<file path="config.mk">
export PLATFORM = sky130hd
export DESIGN_NAME = result_dispatcher_flat
export DESIGN_NICKNAME = d
export VERILOG_FILES = /design/src/rtl/result_dispatcher_if.sv /design/src/rtl/result_dispatcher.sv /design/src/flat_wrapper.sv
export SDC_FILE = /design/constraint.sdc
export NUM_CORES = 1
export LEC_CHECK = 0
export ABC_CLOCK_PERIOD_IN_PS = 1700
export BUFFER_PORTS_ARGS = -buffer_cell sky130_fd_sc_hd__buf_4
export CAP_MARGIN = 15
export CORE_ASPECT_RATIO = 1.75
export CORE_MARGIN = 4
export CORE_UTILIZATION = 35
export CTS_CLUSTER_SIZE = 40
export DETAILED_ROUTE_END_ITERATION = 10
export GPL_ROUTABILITY_DRIVEN = 0
export PLACE_DENSITY_LB_ADDON = 0.2
export SLEW_MARGIN = 10
export SYNTH_ARGS = -nofsm -noshare
export SYNTH_HDL_FRONTEND = slang
export SYNTH_SLANG_ARGS = --single-unit
export TNS_END_PERCENT = 20
</file>
<file path="constraint.sdc">
create_clock -name clk -period 1.7 [get_ports clk]
set_input_delay 0.255 -clock clk [delete_from_list [all_inputs] [get_ports clk]]
set_output_delay 0.255 -clock clk [all_outputs]
set_load 0.01 [all_outputs]
</file>
<file path="src/rtl/result_dispatcher_if.sv">
// result_dispatcher_if
//   Bundles the result-FIFO read port and both master delivery ports.
//   master : the dispatcher side (pops the FIFO, drives both masters)
//   slave  : the environment side (FIFO and the two masters)
//   Signals:
//     fifo_empty / fifo_rd_en / fifo_rd_data / fifo_rd_mode / fifo_rd_proc_val
//     mstrK_data / mstrK_mode / mstrK_proc_val / mstrK_data_valid / mstrK_ready / mstrK_cmplt
//     drop_cnt : saturating count of words discarded for an illegal mode
interface result_dispatcher_if #(
    parameter int DW = 32
);
    logic          fifo_empty;
    logic          fifo_rd_en;
    logic [DW-1:0] fifo_rd_data;
    logic [1:0]    fifo_rd_mode;
    logic [7:0]    fifo_rd_proc_val;

    logic [DW-1:0] mstr0_data;
    logic [1:0]    mstr0_mode;
    logic [7:0]    mstr0_proc_val;
    logic          mstr0_data_valid;
    logic          mstr0_ready;
    logic          mstr0_cmplt;

    logic [DW-1:0] mstr1_data;
    logic [1:0]    mstr1_mode;
    logic [7:0]    mstr1_proc_val;
    logic          mstr1_data_valid;
    logic          mstr1_ready;
    logic          mstr1_cmplt;

    logic [7:0]    drop_cnt;

    modport master (
        input  fifo_empty, fifo_rd_data, fifo_rd_mode, fifo_rd_proc_val,
        input  mstr0_ready, mstr1_ready,
        output fifo_rd_en,
        output mstr0_data, mstr0_mode, mstr0_proc_val, mstr0_data_valid, mstr0_cmplt,
        output mstr1_data, mstr1_mode, mstr1_proc_val, mstr1_data_valid, mstr1_cmplt,
        output drop_cnt
    );

    modport slave (
        output fifo_empty, fifo_rd_data, fifo_rd_mode, fifo_rd_proc_val,
        output mstr0_ready, mstr1_ready,
        input  fifo_rd_en,
        input  mstr0_data, mstr0_mode, mstr0_proc_val, mstr0_data_valid, mstr0_cmplt,
        input  mstr1_data, mstr1_mode, mstr1_proc_val, mstr1_data_valid, mstr1_cmplt,
        input  drop_cnt
    );
endinterface

</file>
<file path="src/rtl/result_dispatcher.sv">
// result_dispatcher
//   Pops processed words from the shared result FIFO and routes each one to
//   master 0 (mode 01) or master 1 (mode 10) over a valid/ready handshake.
//   Illegal modes (00/11) are discarded and counted in drop_cnt (saturating).
//   Per-master beat counters pulse mstrK_cmplt for one cycle after every
//   FRAME_LEN-th accepted beat.
//   Ports:
//     clk  : clock, rising edge
//     rst  : synchronous active-high reset
//     bus  : result_dispatcher_if.master (FIFO read port + both master ports)
module result_dispatcher #(
    parameter int DW        = 32,
    parameter int FRAME_LEN = 64,
    parameter int CW        = 16
) (
    input  logic                clk,
    input  logic                rst,
    result_dispatcher_if.master bus
);

    typedef enum logic [1:0] {IDLE, FETCH, DELIVER} state_t;

    state_t        state, state_nxt;
    logic          dest;        // 0: master 0 owns the held word, 1: master 1
    logic          accept;
    logic          rd_en;
    logic          mode_legal;

    logic [DW-1:0] data0, data1;
    logic [1:0]    mode0, mode1;
    logic [7:0]    pv0, pv1;
    logic          valid0, valid1;
    logic          cmplt0, cmplt1;
    logic [CW-1:0] cnt0, cnt1;
    logic [7:0]    drop_cnt;

    localparam logic [CW-1:0] LAST_BEAT = CW'(FRAME_LEN - 1);

    assign mode_legal = (bus.fifo_rd_mode == 2'b01) || (bus.fifo_rd_mode == 2'b10);

    // ---------------- state register ----------------
    always_ff @(posedge clk) begin
        if (rst) state <= IDLE;
        else     state <= state_nxt;
    end

    // ---------------- next state ----------------
    always_comb begin
        state_nxt = state;
        case (state)
            IDLE:    if (rd_en) state_nxt = FETCH;
            FETCH:   state_nxt = mode_legal ? DELIVER : IDLE;
            DELIVER: if (accept) state_nxt = rd_en ? FETCH : IDLE;
            default: state_nxt = IDLE;
        endcase
    end

    // ---------------- FSM outputs ----------------
    // Only the selected master's ready participates; the other is ignored.
    // rd_en is masked during reset so nothing is popped while state is held.
    always_comb begin
        accept = 1'b0;
        rd_en  = 1'b0;
        if (state == DELIVER)
            accept = dest ? (valid1 && bus.mstr1_ready) : (valid0 && bus.mstr0_ready);
        if (!rst && !bus.fifo_empty)
            rd_en = (state == IDLE) || (state == DELIVER && accept);
    end

    // ---------------- datapath ----------------
    // FETCH and DELIVER are exclusive, so a load and an accept never collide.
    always_ff @(posedge clk) begin
        if (rst) begin
            dest     <= 1'b0;
            data0    <= '0;  mode0 <= '0;  pv0 <= '0;  valid0 <= 1'b0;
            data1    <= '0;  mode1 <= '0;  pv1 <= '0;  valid1 <= 1'b0;
            cmplt0   <= 1'b0;
            cmplt1   <= 1'b0;
            cnt0     <= '0;
            cnt1     <= '0;
            drop_cnt <= '0;
        end else begin
            cmplt0 <= 1'b0;
            cmplt1 <= 1'b0;

            if (accept) begin
                if (dest) begin
                    valid1 <= 1'b0;
                    if (cnt1 == LAST_BEAT) begin
                        cnt1   <= '0;
                        cmplt1 <= 1'b1;
                    end else begin
                        cnt1 <= cnt1 + 1'b1;
                    end
                end else begin
                    valid0 <= 1'b0;
                    if (cnt0 == LAST_BEAT) begin
                        cnt0   <= '0;
                        cmplt0 <= 1'b1;
                    end else begin
                        cnt0 <= cnt0 + 1'b1;
                    end
                end
            end

            if (state == FETCH) begin
                case (bus.fifo_rd_mode)
                    2'b01: begin
                        data0  <= bus.fifo_rd_data;
                        mode0  <= bus.fifo_rd_mode;
                        pv0    <= bus.fifo_rd_proc_val;
                        valid0 <= 1'b1;
                        dest   <= 1'b0;
                    end
                    2'b10: begin
                        data1  <= bus.fifo_rd_data;
                        mode1  <= bus.fifo_rd_mode;
                        pv1    <= bus.fifo_rd_proc_val;
                        valid1 <= 1'b1;
                        dest   <= 1'b1;
                    end
                    default: if (drop_cnt != 8'hFF) drop_cnt <= drop_cnt + 8'd1;
                endcase
            end
        end
    end

    assign bus.fifo_rd_en       = rd_en;
    assign bus.mstr0_data       = data0;
    assign bus.mstr0_mode       = mode0;
    assign bus.mstr0_proc_val   = pv0;
    assign bus.mstr0_data_valid = valid0;
    assign bus.mstr0_cmplt      = cmplt0;
    assign bus.mstr1_data       = data1;
    assign bus.mstr1_mode       = mode1;
    assign bus.mstr1_proc_val   = pv1;
    assign bus.mstr1_data_valid = valid1;
    assign bus.mstr1_cmplt      = cmplt1;
    assign bus.drop_cnt         = drop_cnt;

endmodule

</file>
<file path="src/flat_wrapper.sv">
// flat-port wrapper written by rule: the top's interface ports become plain ports
module result_dispatcher_flat 
#(
    parameter int DW        = 32,
    parameter int FRAME_LEN = 64,
    parameter int CW        = 16
)
  (clk, rst, bus_fifo_empty, bus_fifo_rd_data, bus_fifo_rd_mode, bus_fifo_rd_proc_val, bus_mstr0_ready, bus_mstr1_ready, bus_fifo_rd_en, bus_mstr0_data, bus_mstr0_mode, bus_mstr0_proc_val, bus_mstr0_data_valid, bus_mstr0_cmplt, bus_mstr1_data, bus_mstr1_mode, bus_mstr1_proc_val, bus_mstr1_data_valid, bus_mstr1_cmplt, bus_drop_cnt);
  result_dispatcher_if #(.DW(DW)) bus_i ();
  input  logic clk;
  input  logic rst;
  input wire logic [$bits(bus_i.fifo_empty)-1:0] bus_fifo_empty;
  input wire logic [$bits(bus_i.fifo_rd_data)-1:0] bus_fifo_rd_data;
  input wire logic [$bits(bus_i.fifo_rd_mode)-1:0] bus_fifo_rd_mode;
  input wire logic [$bits(bus_i.fifo_rd_proc_val)-1:0] bus_fifo_rd_proc_val;
  input wire logic [$bits(bus_i.mstr0_ready)-1:0] bus_mstr0_ready;
  input wire logic [$bits(bus_i.mstr1_ready)-1:0] bus_mstr1_ready;
  output wire logic [$bits(bus_i.fifo_rd_en)-1:0] bus_fifo_rd_en;
  output wire logic [$bits(bus_i.mstr0_data)-1:0] bus_mstr0_data;
  output wire logic [$bits(bus_i.mstr0_mode)-1:0] bus_mstr0_mode;
  output wire logic [$bits(bus_i.mstr0_proc_val)-1:0] bus_mstr0_proc_val;
  output wire logic [$bits(bus_i.mstr0_data_valid)-1:0] bus_mstr0_data_valid;
  output wire logic [$bits(bus_i.mstr0_cmplt)-1:0] bus_mstr0_cmplt;
  output wire logic [$bits(bus_i.mstr1_data)-1:0] bus_mstr1_data;
  output wire logic [$bits(bus_i.mstr1_mode)-1:0] bus_mstr1_mode;
  output wire logic [$bits(bus_i.mstr1_proc_val)-1:0] bus_mstr1_proc_val;
  output wire logic [$bits(bus_i.mstr1_data_valid)-1:0] bus_mstr1_data_valid;
  output wire logic [$bits(bus_i.mstr1_cmplt)-1:0] bus_mstr1_cmplt;
  output wire logic [$bits(bus_i.drop_cnt)-1:0] bus_drop_cnt;
  assign bus_i.fifo_empty = bus_fifo_empty;
  assign bus_i.fifo_rd_data = bus_fifo_rd_data;
  assign bus_i.fifo_rd_mode = bus_fifo_rd_mode;
  assign bus_i.fifo_rd_proc_val = bus_fifo_rd_proc_val;
  assign bus_i.mstr0_ready = bus_mstr0_ready;
  assign bus_i.mstr1_ready = bus_mstr1_ready;
  assign bus_fifo_rd_en = bus_i.fifo_rd_en;
  assign bus_mstr0_data = bus_i.mstr0_data;
  assign bus_mstr0_mode = bus_i.mstr0_mode;
  assign bus_mstr0_proc_val = bus_i.mstr0_proc_val;
  assign bus_mstr0_data_valid = bus_i.mstr0_data_valid;
  assign bus_mstr0_cmplt = bus_i.mstr0_cmplt;
  assign bus_mstr1_data = bus_i.mstr1_data;
  assign bus_mstr1_mode = bus_i.mstr1_mode;
  assign bus_mstr1_proc_val = bus_i.mstr1_proc_val;
  assign bus_mstr1_data_valid = bus_i.mstr1_data_valid;
  assign bus_mstr1_cmplt = bus_i.mstr1_cmplt;
  assign bus_drop_cnt = bus_i.drop_cnt;
  result_dispatcher #(.DW(DW), .FRAME_LEN(FRAME_LEN), .CW(CW)) u_core (.clk(clk), .rst(rst), .bus(bus_i));
endmodule
</file>
==> run metrics <==
Internal=around 5.5 mW; Net Sw Frac=23.8%; filler instances=~1400; relative slew slack=66.5%; Pins Over Slew Limit=0; critical path class=flip-flop to primary output; min-delay worst type=primary input to flip-flop; DRT iter0 DRCs=~120; R2R depth=5; peak supply drop=0.737 mV; Row Count=58; ranking of synthesized cells by area=dfxtp_1 (51%), nand2_1 (14%), a21oi_1 (10%); RSZ-0062 raised after global routing=true; Hold Crit Depth=2; most common cell after layout, fill and taps aside=buf_4; r2r endpoint=u_core.bus.drop_cnt[7]; Mapped Area=slightly above 5000 sq um; total congestion overflow=0; final setup fails=2; drt first pass iters=4; Mapped Nets=673; Worst-Margin Slew=503 ps; die height=168 microns; pre-CTS setup slack=-53.7 ps; combinational share of power=5.8%; mean post-synth cell area=around 8.2 sq um; hold path startpoint=bus_fifo_empty; Tmin final=1810 ps; Ant. Diodes=0; Post-synth EDFFs=0; vias per std cell=5.07; r2r setup slk=-30 ps; io pins=approximately 140; Root Driver=clkbuf_16; CP Max Fanout=2; Synth Flop Type=dfxtp_1; Worst path max stage delay=340 ps; Initial Utilization=about 36%; PwrDens=962 nW/um^2; CP Buf/Inv Count=1; Slowest-stage cell, CP=dfxtp_4; Reg clk slew, reported paths=50 ps; cell family with most CP delay=compound AO/OA/AOI/OAI gates; growth of design area from synthesis to finish=46.0%; DRC violations left=0; Port Buffers=~140; WL final=15100 microns; CTS tree=done; failing checks=setup timing; worst-path cell chain=and3b_2 > a31oi_4 > a2111oi_4 > buf_4; largest net degree at the start of global routing=48; initial antenna violation count=0; Antenna Nets Post-Route=0; area of the die=16600 sq um; Seq/Total Area, Yosys=51.4%; leak pwr=3.01 nW; hold_ws=63.8 ps; Flop pwr share=43.9%; gr usage total=between 10% and 20%; Hold-fix buffers, CTS=0; yosys warns=0; die width=99.3 microns; core box area=14400 sq um; routed vias=slightly above 5000; commonest non-fill, non-tap cells in the layout=buf_4 (194), nand2_1 (183), dfxtp_1 (123); WP data required=1440 ps; post-route setup slack=-109 ps; Critical Path AT=roughly 1600 ps; Setup crit start kind=flip-flop; final net count=856; TNS Setup=-139 ps; Unique masters post-synth=46; final HPWL from detailed placement=10600 microns; vias in the first global route=4952; Post-Synthesis Cells=621; max frequency=roughly 550 MHz; Max Clock Skew=14.6 ps; post-synth top area cell=dfxtp_1; Tcrit/Tclk final=106%; Hold Path End=u_core.state[0]; CTS Buf Count=17; register bit total from synthesis=approximately 130; htree depth=4; Max Root-Sink Buffers=2; Max Cap Viol=0; nature of the critical path endpoint=primary output; worst skew pair latency=410 ps; status=finished with violations; Final Hold Viols=0; clock power share=50.3%; R2R Path Start=u_core.bus.drop_cnt[0]; Critical path origin=u_core.dest; first-pass GRT wire length=23900 microns; Sink Count=131; layout cell share with drive strength beyond 1=32.4%; P_sw=1.70 mW; Yosys top cell area share=51.4%; fraction of registers with async set/reset=0%; Wirelength per Cell=15.2 microns
==> layout make-up <==
class,count,area (sq um),area share (%)
Clock buffer,19,454,6.10
Clock inverter,13,135,1.81
Inverter,5,18.8,0.252
Multi-Input combinational cell,450,2430,32.6
Sequential cell,131,2640,35.4
Tap cell,180,225,3.02
Timing Repair Buffer,199,1550,20.8
==> metal layers <==
layer | track usage (%) | vias to the layer above | part of all wire [%]
li1 | - | 2481 | -
met1 | 18.4 | 2411 | 38
met2 | 32.5 | 143 | 54
met3 | 6.04 | 21 | 6.5
met4 | 5.83 | 0 | 1.5
met5 | 0 | - | 0
==> stage by stage <==
| step | std cells | area [sq um] | total power, mW | utilization [%] |
|---|---|---|---|---|
| 3_5_place_dp | 955 | 6670 | 3.62 | 46.4 |
| 6_report | 997 | 7450 | 7.17 | 51.8 |
| 3_3_place_gp | 955 | 6670 | 3.62 | 46.4 |
| 2_1_floorplan | 621 | 5120 | 3.38 | - |
| 4_1_cts | 991 | 7340 | 7.26 | 51.1 |
| 5_1_grt | 997 | 7450 | 7.43 | 51.8 |
==> power by group through the flow <==
stage	logic [mW]	registers (mW)	clock network [mW]
4_1_cts	0.417	3.15	3.70
6_report	0.416	3.15	3.60
3_5_place_dp	0.407	3.22	0
2_1_floorplan	0.146	3.23	0
3_3_place_gp	0.403	3.21	0
5_1_grt	0.454	3.15	3.82
==> worst max-delay path by stage <==
stage                              to  slack (ps)  cells after the start
6_report               bus_fifo_rd_en        -110                      4
5_1_grt                bus_fifo_rd_en        -170                      4
4_1_cts                bus_fifo_rd_en        -120                      4
3_5_place_dp          u_core.cnt1[13]         -50                      5
3_3_place_gp           u_core.cnt1[8]         -60                      5
2_1_floorplan  u_core.bus.drop_cnt[7]         -10                      5
==> logic make-up after synthesis <==
family	synth area share, %
buffers and inverters	3.24
AOI/OAI and AO/OA	13.8
DFF	51.4
adders and majority gates	1.23
and+or+nand+nor	26.5
xor gates and xnor gates	3.43
muxes	0.392
==> Yosys cell counts, types with 2 or more instances <==
library cell,count
or3_1,8
a2111oi_0,2
inv_1,5
mux2i_1,2
o31ai_1,5
nor2b_1,3
or4_1,7
xnor2_1,9
clkbuf_1,26
buf_4,2
nor2_1,26
nand3_1,15
nand3b_1,2
xor2_1,11
nand2_1,184
and4_1,5
nand4b_1,3
and4b_2,2
nand4_1,9
o21ai_0,14
dfxtp_1,131
nor4_1,6
buf_2,5
and2_1,5
and3_1,6
a21oi_1,104
ha_1,5
==> repair_timing <==
item                                    4_1_cts  5_1_grt
endpoints found under the setup margin       19       98
pin swaps                                     1       11
gates resized for setup                      11       21
buffers inserted                              4        7
==> registers in the layout, indices dropped and copies added (netlist names), 2 cells and up <==
name,flops
u_core.bus.mstr0_data,32
u_core.bus.mstr1_data,32
u_core.cnt0,16
u_core.cnt1,16
u_core.bus.drop_cnt,8
u_core.bus.mstr0_proc_val,8
u_core.bus.mstr1_proc_val,8
u_core.bus.mstr0_mode,2
u_core.bus.mstr1_mode,2
u_core.state,2
No activity file was read; power rests on OpenSTA's default activity.
